<file path="src/rtl/seven_segment_reader_if.sv">
// Display-side bundle for seven_segment_reader: the scanned segment drive coming in
// and the recovered per-digit values and event pulses going out.
interface seven_segment_reader_if #(
  parameter int unsigned DIGITS = 6
);
  logic [DIGITS-1:0]   digit_sel;
  logic [6:0]          segments;
  logic [4*DIGITS-1:0] values;
  logic [DIGITS-1:0]   valid;
  logic                update;
  logic                error;
  logic [2:0]          error_digit;

  modport master (
    output digit_sel,
    output segments,
    input  values,
    input  valid,
    input  update,
    input  error,
    input  error_digit
  );

  modport slave (
    input  digit_sel,
    input  segments,
    output values,
    output valid,
    output update,
    output error,
    output error_digit
  );
endinterface

</file>
<file path="src/rtl/seven_segment_reader.sv">
// Monitors a multiplexed active-low seven-segment drive, debounces each digit/segment
// combination and decodes it back to a hex value per digit, flagging impossible patterns.
module seven_segment_reader #(
  parameter int unsigned DIGITS        = 6,
  parameter int unsigned STABLE_CYCLES = 4
) (
  input logic                   clk,
  input logic                   reset_n,
  seven_segment_reader_if.slave disp_io
);

  localparam int unsigned    CntW   = $clog2(STABLE_CYCLES + 1);
  localparam logic [CntW-1:0] CntMax = CntW'(STABLE_CYCLES);
  localparam logic [CntW-1:0] CntOne = CntW'(1);

  typedef enum logic [1:0] {
    StIdle,
    StSettling,
    StCommitted
  } state_e;

  state_e              state_q, state_d;
  logic [CntW-1:0]     cnt_q, cnt_d;
  logic [DIGITS-1:0]   samp_sel_q;
  logic [6:0]          samp_seg_q;
  logic [4*DIGITS-1:0] values_q, values_d;
  logic [DIGITS-1:0]   valid_q, valid_d;
  logic                update_q, update_d;
  logic                error_q, error_d;
  logic [2:0]          error_digit_q, error_digit_d;

  logic       sel_onehot;
  logic       same_sample;
  logic [2:0] sel_idx;
  logic       commit;
  logic       seg_known;
  logic       seg_blank;
  logic [3:0] seg_code;

  // The FSM judges the incoming sample against the one captured last cycle, so the
  // counter reaches STABLE_CYCLES on the same edge that captures the last stable copy.
  assign sel_onehot  = (disp_io.digit_sel != '0) &&
                       ((disp_io.digit_sel & (disp_io.digit_sel - DIGITS'(1))) == '0);
  assign same_sample = (disp_io.digit_sel == samp_sel_q) && (disp_io.segments == samp_seg_q);

  always_comb begin
    sel_idx = '0;
    for (int unsigned d = 0; d < DIGITS; d++) begin
      if (disp_io.digit_sel[d]) begin
        sel_idx = 3'(d);
      end
    end
  end

  always_comb begin
    seg_known = 1'b1;
    seg_blank = 1'b0;
    seg_code  = 4'h0;
    case (disp_io.segments)
      7'b1000000: seg_code = 4'h0;
      7'b1111001: seg_code = 4'h1;
      7'b0100100: seg_code = 4'h2;
      7'b0110000: seg_code = 4'h3;
      7'b0011001: seg_code = 4'h4;
      7'b0010010: seg_code = 4'h5;
      7'b0000010: seg_code = 4'h6;
      7'b1111000: seg_code = 4'h7;
      7'b0000000: seg_code = 4'h8;
      7'b0010000: seg_code = 4'h9;
      7'b0001000: seg_code = 4'hA;
      7'b0000011: seg_code = 4'hB;
      7'b1000110: seg_code = 4'hC;
      7'b0100001: seg_code = 4'hD;
      7'b0000110: seg_code = 4'hE;
      7'b0001110: seg_code = 4'hF;
      7'b1111111: begin
        seg_known = 1'b0;
        seg_blank = 1'b1;
      end
      default: seg_known = 1'b0;
    endcase
  end

  always_comb begin
    state_d = state_q;
    cnt_d   = cnt_q;
    commit  = 1'b0;
    if (!sel_onehot) begin
      state_d = StIdle;
      cnt_d   = '0;
    end else begin
      unique case (state_q)
        StIdle:      cnt_d = CntOne;
        StSettling:  cnt_d = !same_sample ? CntOne :
                             (cnt_q == CntMax) ? cnt_q : cnt_q + CntOne;
        StCommitted: cnt_d = same_sample ? cnt_q : CntOne;
        default:     cnt_d = '0;
      endcase
      if ((state_q == StCommitted) && same_sample) begin
        state_d = StCommitted;
      end else if (cnt_d == CntMax) begin
        state_d = StCommitted;
        commit  = 1'b1;
      end else begin
        state_d = StSettling;
      end
    end
  end

  always_comb begin
    values_d      = values_q;
    valid_d       = valid_q;
    update_d      = 1'b0;
    error_d       = 1'b0;
    error_digit_d = error_digit_q;
    if (commit) begin
      if (seg_known) begin
        for (int unsigned d = 0; d < DIGITS; d++) begin
          if (disp_io.digit_sel[d]) begin
            values_d[4*d +: 4] = seg_code;
            valid_d[d]         = 1'b1;
          end
        end
        update_d = (values_d != values_q) || (valid_d != valid_q);
      end else if (seg_blank) begin
        // Blank hides the digit but keeps its last value for when it lights again.
        for (int unsigned d = 0; d < DIGITS; d++) begin
          if (disp_io.digit_sel[d]) begin
            valid_d[d] = 1'b0;
          end
        end
        update_d = (valid_d != valid_q);
      end else begin
        error_d       = 1'b1;
        error_digit_d = sel_idx;
      end
    end
  end

  always_ff @(posedge clk or negedge reset_n) begin
    if (!reset_n) begin
      state_q       <= StIdle;
      cnt_q         <= '0;
      samp_sel_q    <= '0;
      samp_seg_q    <= 7'b1111111;
      values_q      <= '0;
      valid_q       <= '0;
      update_q      <= 1'b0;
      error_q       <= 1'b0;
      error_digit_q <= '0;
    end else begin
      state_q       <= state_d;
      cnt_q         <= cnt_d;
      samp_sel_q    <= disp_io.digit_sel;
      samp_seg_q    <= disp_io.segments;
      values_q      <= values_d;
      valid_q       <= valid_d;
      update_q      <= update_d;
      error_q       <= error_d;
      error_digit_q <= error_digit_d;
    end
  end

  assign disp_io.values      = values_q;
  assign disp_io.valid       = valid_q;
  assign disp_io.update      = update_q;
  assign disp_io.error       = error_q;
  assign disp_io.error_digit = error_digit_q;

endmodule
</file>
<file path="src/flat_wrapper.sv">
// flat-port wrapper written by rule: the top's interface ports become plain ports
module seven_segment_reader_flat 
#(
  parameter int unsigned DIGITS        = 6,
  parameter int unsigned STABLE_CYCLES = 4
)
  (clk, reset_n, disp_io_digit_sel, disp_io_segments, disp_io_values, disp_io_valid, disp_io_update, disp_io_error, disp_io_error_digit);
  seven_segment_reader_if #(.DIGITS(DIGITS)) disp_io_i ();
  input logic clk;
  input logic reset_n;
  input wire logic [$bits(disp_io_i.digit_sel)-1:0] disp_io_digit_sel;
  input wire logic [$bits(disp_io_i.segments)-1:0] disp_io_segments;
  output wire logic [$bits(disp_io_i.values)-1:0] disp_io_values;
  output wire logic [$bits(disp_io_i.valid)-1:0] disp_io_valid;
  output wire logic [$bits(disp_io_i.update)-1:0] disp_io_update;
  output wire logic [$bits(disp_io_i.error)-1:0] disp_io_error;
  output wire logic [$bits(disp_io_i.error_digit)-1:0] disp_io_error_digit;
  assign disp_io_i.digit_sel = disp_io_digit_sel;
  assign disp_io_i.segments = disp_io_segments;
  assign disp_io_values = disp_io_i.values;
  assign disp_io_valid = disp_io_i.valid;
  assign disp_io_update = disp_io_i.update;
  assign disp_io_error = disp_io_i.error;
  assign disp_io_error_digit = disp_io_i.error_digit;
  seven_segment_reader #(.DIGITS(DIGITS), .STABLE_CYCLES(STABLE_CYCLES)) u_core (.clk(clk), .reset_n(reset_n), .disp_io(disp_io_i));
endmodule
</file>
<file path="config.mk">
export PLATFORM = sky130hd
export DESIGN_NAME = seven_segment_reader_flat
export DESIGN_NICKNAME = d
export VERILOG_FILES = /design/src/rtl/seven_segment_reader_if.sv /design/src/rtl/seven_segment_reader.sv /design/src/flat_wrapper.sv
export SDC_FILE = /design/constraint.sdc
export NUM_CORES = 1
export LEC_CHECK = 0
export CAP_MARGIN = 20
export CORE_MARGIN = 4
export CORE_UTILIZATION = 48
export DETAILED_ROUTE_END_ITERATION = 16
export GPL_ROUTABILITY_DRIVEN = 0
export PLACE_DENSITY = 0.76
export SYNTH_ARGS = -nofsm -noshare
export SYNTH_HDL_FRONTEND = slang
export SYNTH_SLANG_ARGS = --single-unit
</file>
<file path="constraint.sdc">
create_clock -name clk -period 3.05 [get_ports clk]
set_input_delay 0.61 -clock clk [delete_from_list [all_inputs] [get_ports clk]]
set_output_delay 0.61 -clock clk [all_outputs]
set_load 0.05 [all_outputs]
</file>
==> results.txt, run 1 <==
Fillers: 482
CP max stage cell: clkdlybuf4s50_1
Sequential share of the synthesized area: 44.8%
# H-tree levels: 2
Share of cells above drive strength 1: 25.6%
Maximum number of pins on one net before global-route repair: 50
Cell taking the most area after synthesis: dfrtp_1
CP Class: input port to flip-flop
Post-CTS setup buffers: 0
Initial antenna violation count: 0
DR WL/cell: 17.7 microns
FF/Latch Area: 1340 sq um
Yosys cell types: 59
Largest family of logic cells by synthesized area: simple AND/OR/NAND/NOR gates
Cell with the most instances after synthesis: dfrtp_1
Final wirelength: 7.98 mm
Minimum clock period: 2.75 ns
# DRC: 0
# rows: 28
Critical Path RT: 3.26 ns
Synth Flop Type: dfrtp_1
Peak VDD IR: 226 uV
Crit-path max FO: 9
Achievable clock frequency: 363 MHz
Ant. Diodes: 0
DRT Pass-1 Iters: 5
Fin crit share: 90.2%
Fin nets: 391
Via count: 2666
Min-Delay Path Class: input port to asynchronous set/reset pin
Synth top cells by count: dfrtp_1, mux2_2, inv_1
Post-synthesis cell area: 2980 sq um
Clock slew at reported path FFs: 0.10 ns
Hold buffers post-CTS: 0
Die width: 86.8 microns
Ratio of total power to cell area: 342 nW/um^2
Core ar.: 5960 sq um
Mux share of post-synthesis cell area: 11.1%
Simple-gate share of the synthesized area: 16.2%
RSZ-0062 raised after global routing: no
CTS tree: done
Mean Syn Cell Area: 10.1 sq um
Clk root buf: clkbuf_8
Final instance area: 3890 sq um
# clock sinks: 53
Longest Clk Path Bufs: 2
Global-route wire length before repair: 13.2 mm
Synth warnings: 0
Post-CTS Resized: 0
DR iter-0 viols: 217
CTS buffer count: 5
Syn-to-layout area delta: 30.5%
Area contributors post-synth: dfrtp_1, mux2_2, dfstp_2
Area share of the largest cell type after synthesis: 38.6%
Compound-Gate Fraction of Synth Area: 15.8%
Die Y: 86.8 microns
Synth async-reset ratio: 100%
GRT Resource Usage Total: 22.4%
FF+latch count, synth: 53
Synth Area in Adders: 0.840%
Multi-input logic area: 1490 sq um
IO buf count: 49
EDFF count, synth: 0
Post-Synth XOR/XNOR Area: 5.88%
DP Area: 3790 sq um
Mapped Cells: 296
Final hold vios: 0
IO Count: 50
Worst rel slew slack: 64.9%
Setup Viol. Count Final: 0
Worst path cell trace: clkdlybuf4s50_1 -> buf_4 -> or2_2 -> a21oi_1 -> nor2_1 -> o41ai_2 -> mux2_2 -> a21oi_1 -> nand4_1 -> o211a_1
Vias in the first global route: 2626
Leakage Power: 1.73 nW
ANT nets after route: 0
Worst slew pin tran: 0.524 ns
DPL Wire Length: 5.91 mm
GRT Residual Overflow: 0
Status: completed
Worst setup SP type: input port
Initial Util: 50.0%
Crit. End Element: flip-flop
Max cap viols: 0
DIE AREA: 7530 sq um
Final Skew: 0.0151 ns
Most used cell, CP: a21oi_1
TNS Setup: 0 ns
Critical Path Max Stage Delay: 0.41 ns
Drt via density: 5.92
Critical Path AT: 2.96 ns
Clk_lat worst skew: 0.31 ns
Syn_nets: 313
Slew Limit Fails: 0
Total power: 0.00133 W
==> cell families after synthesis <==
logic type,count (synthesis)
AOI/OAI and AO/OA,67
xor gates and xnor gates,20
adders and majority gates,2
buffers and inverters,36
DFF,53
muxes,29
and+or+nand+nor,89
==> stage by stage <==
step | worst slack, ns | util [%] | cells | hold WS, ns
2_1_floorplan | 0.480 | - | 296 | 0.314
3_3_place_gp | 0.0317 | 63.7 | 442 | 0.442
3_5_place_dp | -0.0130 | 63.7 | 442 | 0.443
4_1_cts | 0.296 | 65.3 | 450 | 0.124
5_1_grt | 0.112 | 65.3 | 450 | 0.124
6_report | 0.297 | 65.3 | 450 | 0.126
==> layer usage <==
| metal | part of all wire (%) | up-vias | GRT usage (%) |
|---|---|---|---|
| met5 | 0 | - | 0 |
| met1 | 43 | 1291 | 29.8 |
| li1 | - | 1219 | - |
| met3 | 6.4 | 24 | 3.42 |
| met2 | 48 | 132 | 36.3 |
| met4 | 2.7 | 0 | 9.21 |
==> worst max-delay path, delay by kind of cell <==
family	cells	cell delay [ns]
AO/OA/AOI/OAI	4	0.87
buffers and inverters	2	0.58
multiplexers	1	0.40
AND/OR/NAND/NOR	3	0.50
==> worst paths after layout <==
check / from / endpoint / slack (ns) / cells after the start
max in group asynchronous: reset_n / u_core.samp_seg_q[4] / 2.41 / 2
min in group clk: u_core.disp_io.error_digit[1] / u_core.disp_io.error_digit[1] / 0.52 / 1
min reg2reg: u_core.disp_io.error_digit[1] / u_core.disp_io.error_digit[1] / 0.52 / 1
min: reset_n / u_core.disp_io.values[16] / 0.13 / 1
max reg2reg: u_core.cnt_q[0] / u_core.disp_io.values[20] / 0.55 / 10
max: disp_io_segments[1] / u_core.disp_io.update / 0.30 / 10
==> area by class of cell <==
type / count / share of cell area (%)
well taps: 75 / 2.41
multi-input cells: 207 / 38.3
clock buffers: 7 / 2.22
clock inverters: 1 / 0.193
repair buffers: 89 / 20.8
flip-flops and latches: 53 / 34.3
inverters: 18 / 1.74
==> power by group <==
| part | internal [W] | switching, W |
|---|---|---|
| combinational | 0.0000881 | 0.000107 |
| sequential | 0.000716 | 0.00000668 |
| clock | 0.000185 | 0.000226 |
==> cell usage in the layout, fill, tap and decap left out, types with 7 or more instances in the layout <==
cell type,instances
inv_1,18
nor2_1,17
buf_4,38
clkdlybuf4s50_1,48
xnor2_1,12
nand2_1,16
nand2_2,7
mux2_2,24
o21ai_0,9
xor2_1,8
o22ai_1,9
dfstp_2,7
nor3_1,14
a21oi_1,14
dfrtp_1,46
No activity file was read; power rests on OpenSTA's default activity.
==> inputs of run 2 (changes only) <==
--- a/config.mk
+++ b/config.mk
@@ -10,6 +10,7 @@
 export CORE_UTILIZATION = 48
 export DETAILED_ROUTE_END_ITERATION = 16
 export GPL_ROUTABILITY_DRIVEN = 0
+export MAX_ROUTING_LAYER = met4
 export PLACE_DENSITY = 0.76
 export SYNTH_ARGS = -nofsm -noshare
 export SYNTH_HDL_FRONTEND = slang
==> results.txt, run 2 (synthesized netlist as in run 1, its figures left out) <==
Post-CTS Resized: 0
Via count: 2681
Post-CTS setup buffers: 0
Worst rel slew slack: 65.5%
Ratio of total power to cell area: 342 nW/um^2
Final Skew: 0.0157 ns
Die width: 86.8 microns
Die Y: 86.8 microns
ANT nets after route: 0
GRT Residual Overflow: 0
Total power: 0.00133 W
Worst slew pin tran: 0.516 ns
# rows: 28
IO Count: 50
Worst setup SP type: input port
Maximum number of pins on one net before global-route repair: 50
Drt via density: 5.96
CTS tree: done
Crit. End Element: flip-flop
Critical Path RT: 3.26 ns
# DRC: 0
DRT Pass-1 Iters: 6
Initial antenna violation count: 0
Fin nets: 391
Commonest non-fill, non-tap cell in the layout: clkdlybuf4s50_1
Vias in the first global route: 2622
Critical Path AT: 2.96 ns
Final hold vios: 0
CP Class: input port to flip-flop
Core ar.: 5960 sq um
RR Startpoint: u_core.cnt_q[0]
Hold buffers post-CTS: 0
Initial Util: 50.0%
Status: completed
RSZ-0062 raised after global routing: no
Achievable clock frequency: 363 MHz
# clock sinks: 53
End of the worst register-to-register path: u_core.disp_io.values[16]
Crit-path max FO: 9
Peak VDD IR: 226 uV
Syn-to-layout area delta: 30.5%
Longest Clk Path Bufs: 2
Setup Viol. Count Final: 0
Slew Limit Fails: 0
CTS buffer count: 5
Min-Delay Path Class: input port to asynchronous set/reset pin
IO buf count: 49
Final hold slack: 0.125 ns
Clk_lat worst skew: 0.31 ns
Leakage Power: 1.73 nW
# H-tree levels: 2
R2R cell count: 10
Clk root buf: clkbuf_8
Share of cells above drive strength 1: 25.6%
Ant. Diodes: 0
Global-route wire length before repair: 13.2 mm
GRT Resource Usage Total: 23.1%
Max cap viols: 0
DR WL/cell: 17.8 microns
Clock slew at reported path FFs: 0.10 ns
Fin crit share: 90.3%
Utilization after layout: 65.3%
DR iter-0 viols: 272
Most frequent cells in the layout: clkdlybuf4s50_1, dfrtp_1, buf_4
Reg2reg setup slack: 0.56 ns
DIE AREA: 7530 sq um
Final wirelength: 8.03 mm
Fillers: 482
DPL Wire Length: 5.91 mm
Minimum clock period: 2.75 ns
==> run 2: cell counts in the layout (fill, tap and decap cells not counted) <==
No cell type changed its count.
==> run 2: how the worst max path moves through the flow <==
stage	start	to	slack, ns	cells after the start
floorplan	disp_io_segments[1]	u_core.disp_io.error_digit[0]	0.48	10
global placement	disp_io_segments[4]	u_core.disp_io.update	0.03	10
detailed placement	disp_io_segments[5]	u_core.disp_io.values[23]	-0.01	10
CTS	disp_io_segments[5]	u_core.disp_io.values[16]	0.30	10
global route	disp_io_segments[5]	u_core.disp_io.values[12]	0.11	10
finish	disp_io_segments[1]	u_core.disp_io.update	0.30	10
==> run 2: metrics by stage <==
stage                     setup TNS, ns  cells  cell area [sq um]  setup slack [ns]
final                                 0    450               3890             0.297
after global placement                0    442               3790            0.0317
after floorplan                       0    296               2980             0.480
after detailed placement        -0.0724    442               3790           -0.0130
after global routing                  0    450               3890             0.112
after CTS                             0    450               3890             0.296
==> run 2: worst max-delay path, cell delays in order <==
cell,delay (ns)
clkdlybuf4s50_1,0.41
buf_4,0.17
or2_2,0.31
a21oi_1,0.12
nor2_1,0.07
o41ai_2,0.36
mux2_2,0.40
a21oi_1,0.14
nand4_1,0.12
o211a_1,0.25
==> run 2: layer usage <==
metal	global-route usage (%)	routed length (microns)	up-vias	share of wire [%]
met5	-	0	-	0
met4	9.21	243	0	3.0
met3	2.85	548	31	6.8
met2	36.2	3800	153	47
met1	30.4	3430	1274	43
li1	-	-	1223	-
==> run 2: layout make-up <==
type                    count  area (sq um)  area share, %
multi-input cells         207          1490           38.3
flip-flops and latches     53          1340           34.3
repair buffers             89           811           20.8
well taps                  75          93.8           2.41
clock buffers               7          86.3           2.22
inverters                  18          67.6           1.74
clock inverters             1          7.51          0.193
==> run 2: where the power goes <==
part           switching, W  leakage (nW)  internal [W]
sequential       0.00000669         0.664      0.000716
combinational      0.000108          1.02     0.0000881
clock              0.000226        0.0445      0.000185
==> inputs of run 3 (changes only) <==
--- a/config.mk
+++ b/config.mk
@@ -5,7 +5,6 @@
 export SDC_FILE = /design/constraint.sdc
 export NUM_CORES = 1
 export LEC_CHECK = 0
-export CAP_MARGIN = 20
 export CORE_MARGIN = 4
 export CORE_UTILIZATION = 48
 export DETAILED_ROUTE_END_ITERATION = 16
==> results of run 3 <==
The final DEF is identical to that of run 2; final timing and power are the same.
==> variant (config.mk and constraints of run 2) <==
`STABLE_CYCLES` is set to 4 in 2 places; all go to 2.
--- a/src/rtl/seven_segment_reader.sv
+++ b/src/rtl/seven_segment_reader.sv
@@ -2,7 +2,7 @@
 // combination and decodes it back to a hex value per digit, flagging impossible patterns.
 module seven_segment_reader #(
   parameter int unsigned DIGITS        = 6,
-  parameter int unsigned STABLE_CYCLES = 4
+  parameter int unsigned STABLE_CYCLES = 2
 ) (
   input logic                   clk,
   input logic                   reset_n,
--- a/src/flat_wrapper.sv
+++ b/src/flat_wrapper.sv
@@ -2,7 +2,7 @@
 module seven_segment_reader_flat 
 #(
   parameter int unsigned DIGITS        = 6,
-  parameter int unsigned STABLE_CYCLES = 4
+  parameter int unsigned STABLE_CYCLES = 2
 )
   (clk, reset_n, disp_io_digit_sel, disp_io_segments, disp_io_values, disp_io_valid, disp_io_update, disp_io_error, disp_io_error_digit);
   seven_segment_reader_if #(.DIGITS(DIGITS)) disp_io_i ();
Formal check against the unedited RTL: not equivalent (Yosys sat finds a counterexample within 4 cycles, from zero or initial values and one cycle with reset_n low).
==> variant against run 2 <==
Total power grew 3.5%; cell area grew 7.5%; combinational power grew 5%; setup slack lost 0.11 ns; sequential share of layout area shrank 3.0 points; register-to-register slack gained 0.31 ns; wire length shrank 4.9%; area after synthesis grew 5.9%; sequential cell count shrank 1.
==> variant: results (changes against run 2) <==
outcome=complete, no violations; xor/xnor cell area share of the yosys netlist=0.0832 (+0.0245); Peak supply drop=0.190 mV (-16%); Placement Setup Slack=-0.268 ns (-0.255 ns); multi-input logic area=0.00173 mm² (+16%); Commonest cells post-synth=dfrtp_1 (45), xor2_1 (24), nand2_1 (18), o21ai_0 (17), a22o_1 (16); crit path max fanout=16 (+7); Placed Cells=453 (+2.5%); sequential fraction of the synthesis area=0.415 (-0.0330); multiplexer share of the synthesized area=0.0606 (-0.0506); CP max stage cell=or4b_1; non-clk buf share=0.213 (+0.00491); Area Growth Syn to Fin=32.4%; GR Util met2=0.334 (-0.0274); Via density=5.73 (-3.9%); gr usage total=0.208 (-0.0223); Placed Area=0.00398 mm² (+4.8%); top cell type's share of synthesized area=0.357 (-0.0295); Non-clock buffers=100 (+12%); max incr delay on CP=0.53 ns (+0.12 ns); WP data arrival=3.06 ns (+0.10 ns); hpwl dp=5630 µm (-4.8%); multi-input gate count=213 (+2.9%); met1 usage=0.283 (-0.0218); Cell variety after synth=68 (+15%); nets=401 (+2.6%); Filler Cell Count=495 (+2.7%); Mapped Nets=315 (+0.64%); met3 Resource Use GR=0.0304 (+0.00190); number of DRC markers in iteration 0=117 (-57%); share of cells above drive strength 1=0.272 (+0.0160); metal1 wirelength=3350 µm (-2.4%); wire length on met3=430 µm (-22%); vias in the first global route=2582 (-1.5%); Clock-cell share=0.0257 (+0.00161); CTS Sinks=52 (-1.9%); # clk buffers=6 (-1); average size of a mapped cell=10.6 µm² (+4.9%)
## variant: final timing paths
| path | start | end | slack, ns |
|---|---|---|---|
| setup / recovery | disp_io_segments[5] | u_core.disp_io.update | 0.19 |
| hold / removal | reset_n | async pin | 0.22 |
| setup reg to reg | u_core.samp_seg_q[6] | u_core.disp_io.values[16] | 0.87 |
| hold reg to reg | u_core.disp_io.error_digit[0] | u_core.disp_io.error_digit[0] | 0.48 |
| max in group asynchronous | reset_n | u_core.samp_seg_q[4] | 2.01 |
| min in group clk | u_core.disp_io.error_digit[0] | u_core.disp_io.error_digit[0] | 0.48 |
## variant: power groups by stage
stage	Clock, mW	Combinational, mW	Sequential, mW
final	0.461	0.207	0.708
after global routing	0.496	0.228	0.710
after CTS	0.468	0.198	0.708
after detailed placement	0	0.197	0.721
after global placement	0	0.194	0.721
after floorplan	0	0.113	0.721
## variant: what timing repair did
item,4_1_cts,5_1_grt
gates resized for setup,0,17
buffers inserted,0,2
setup endpoints to repair,0,18
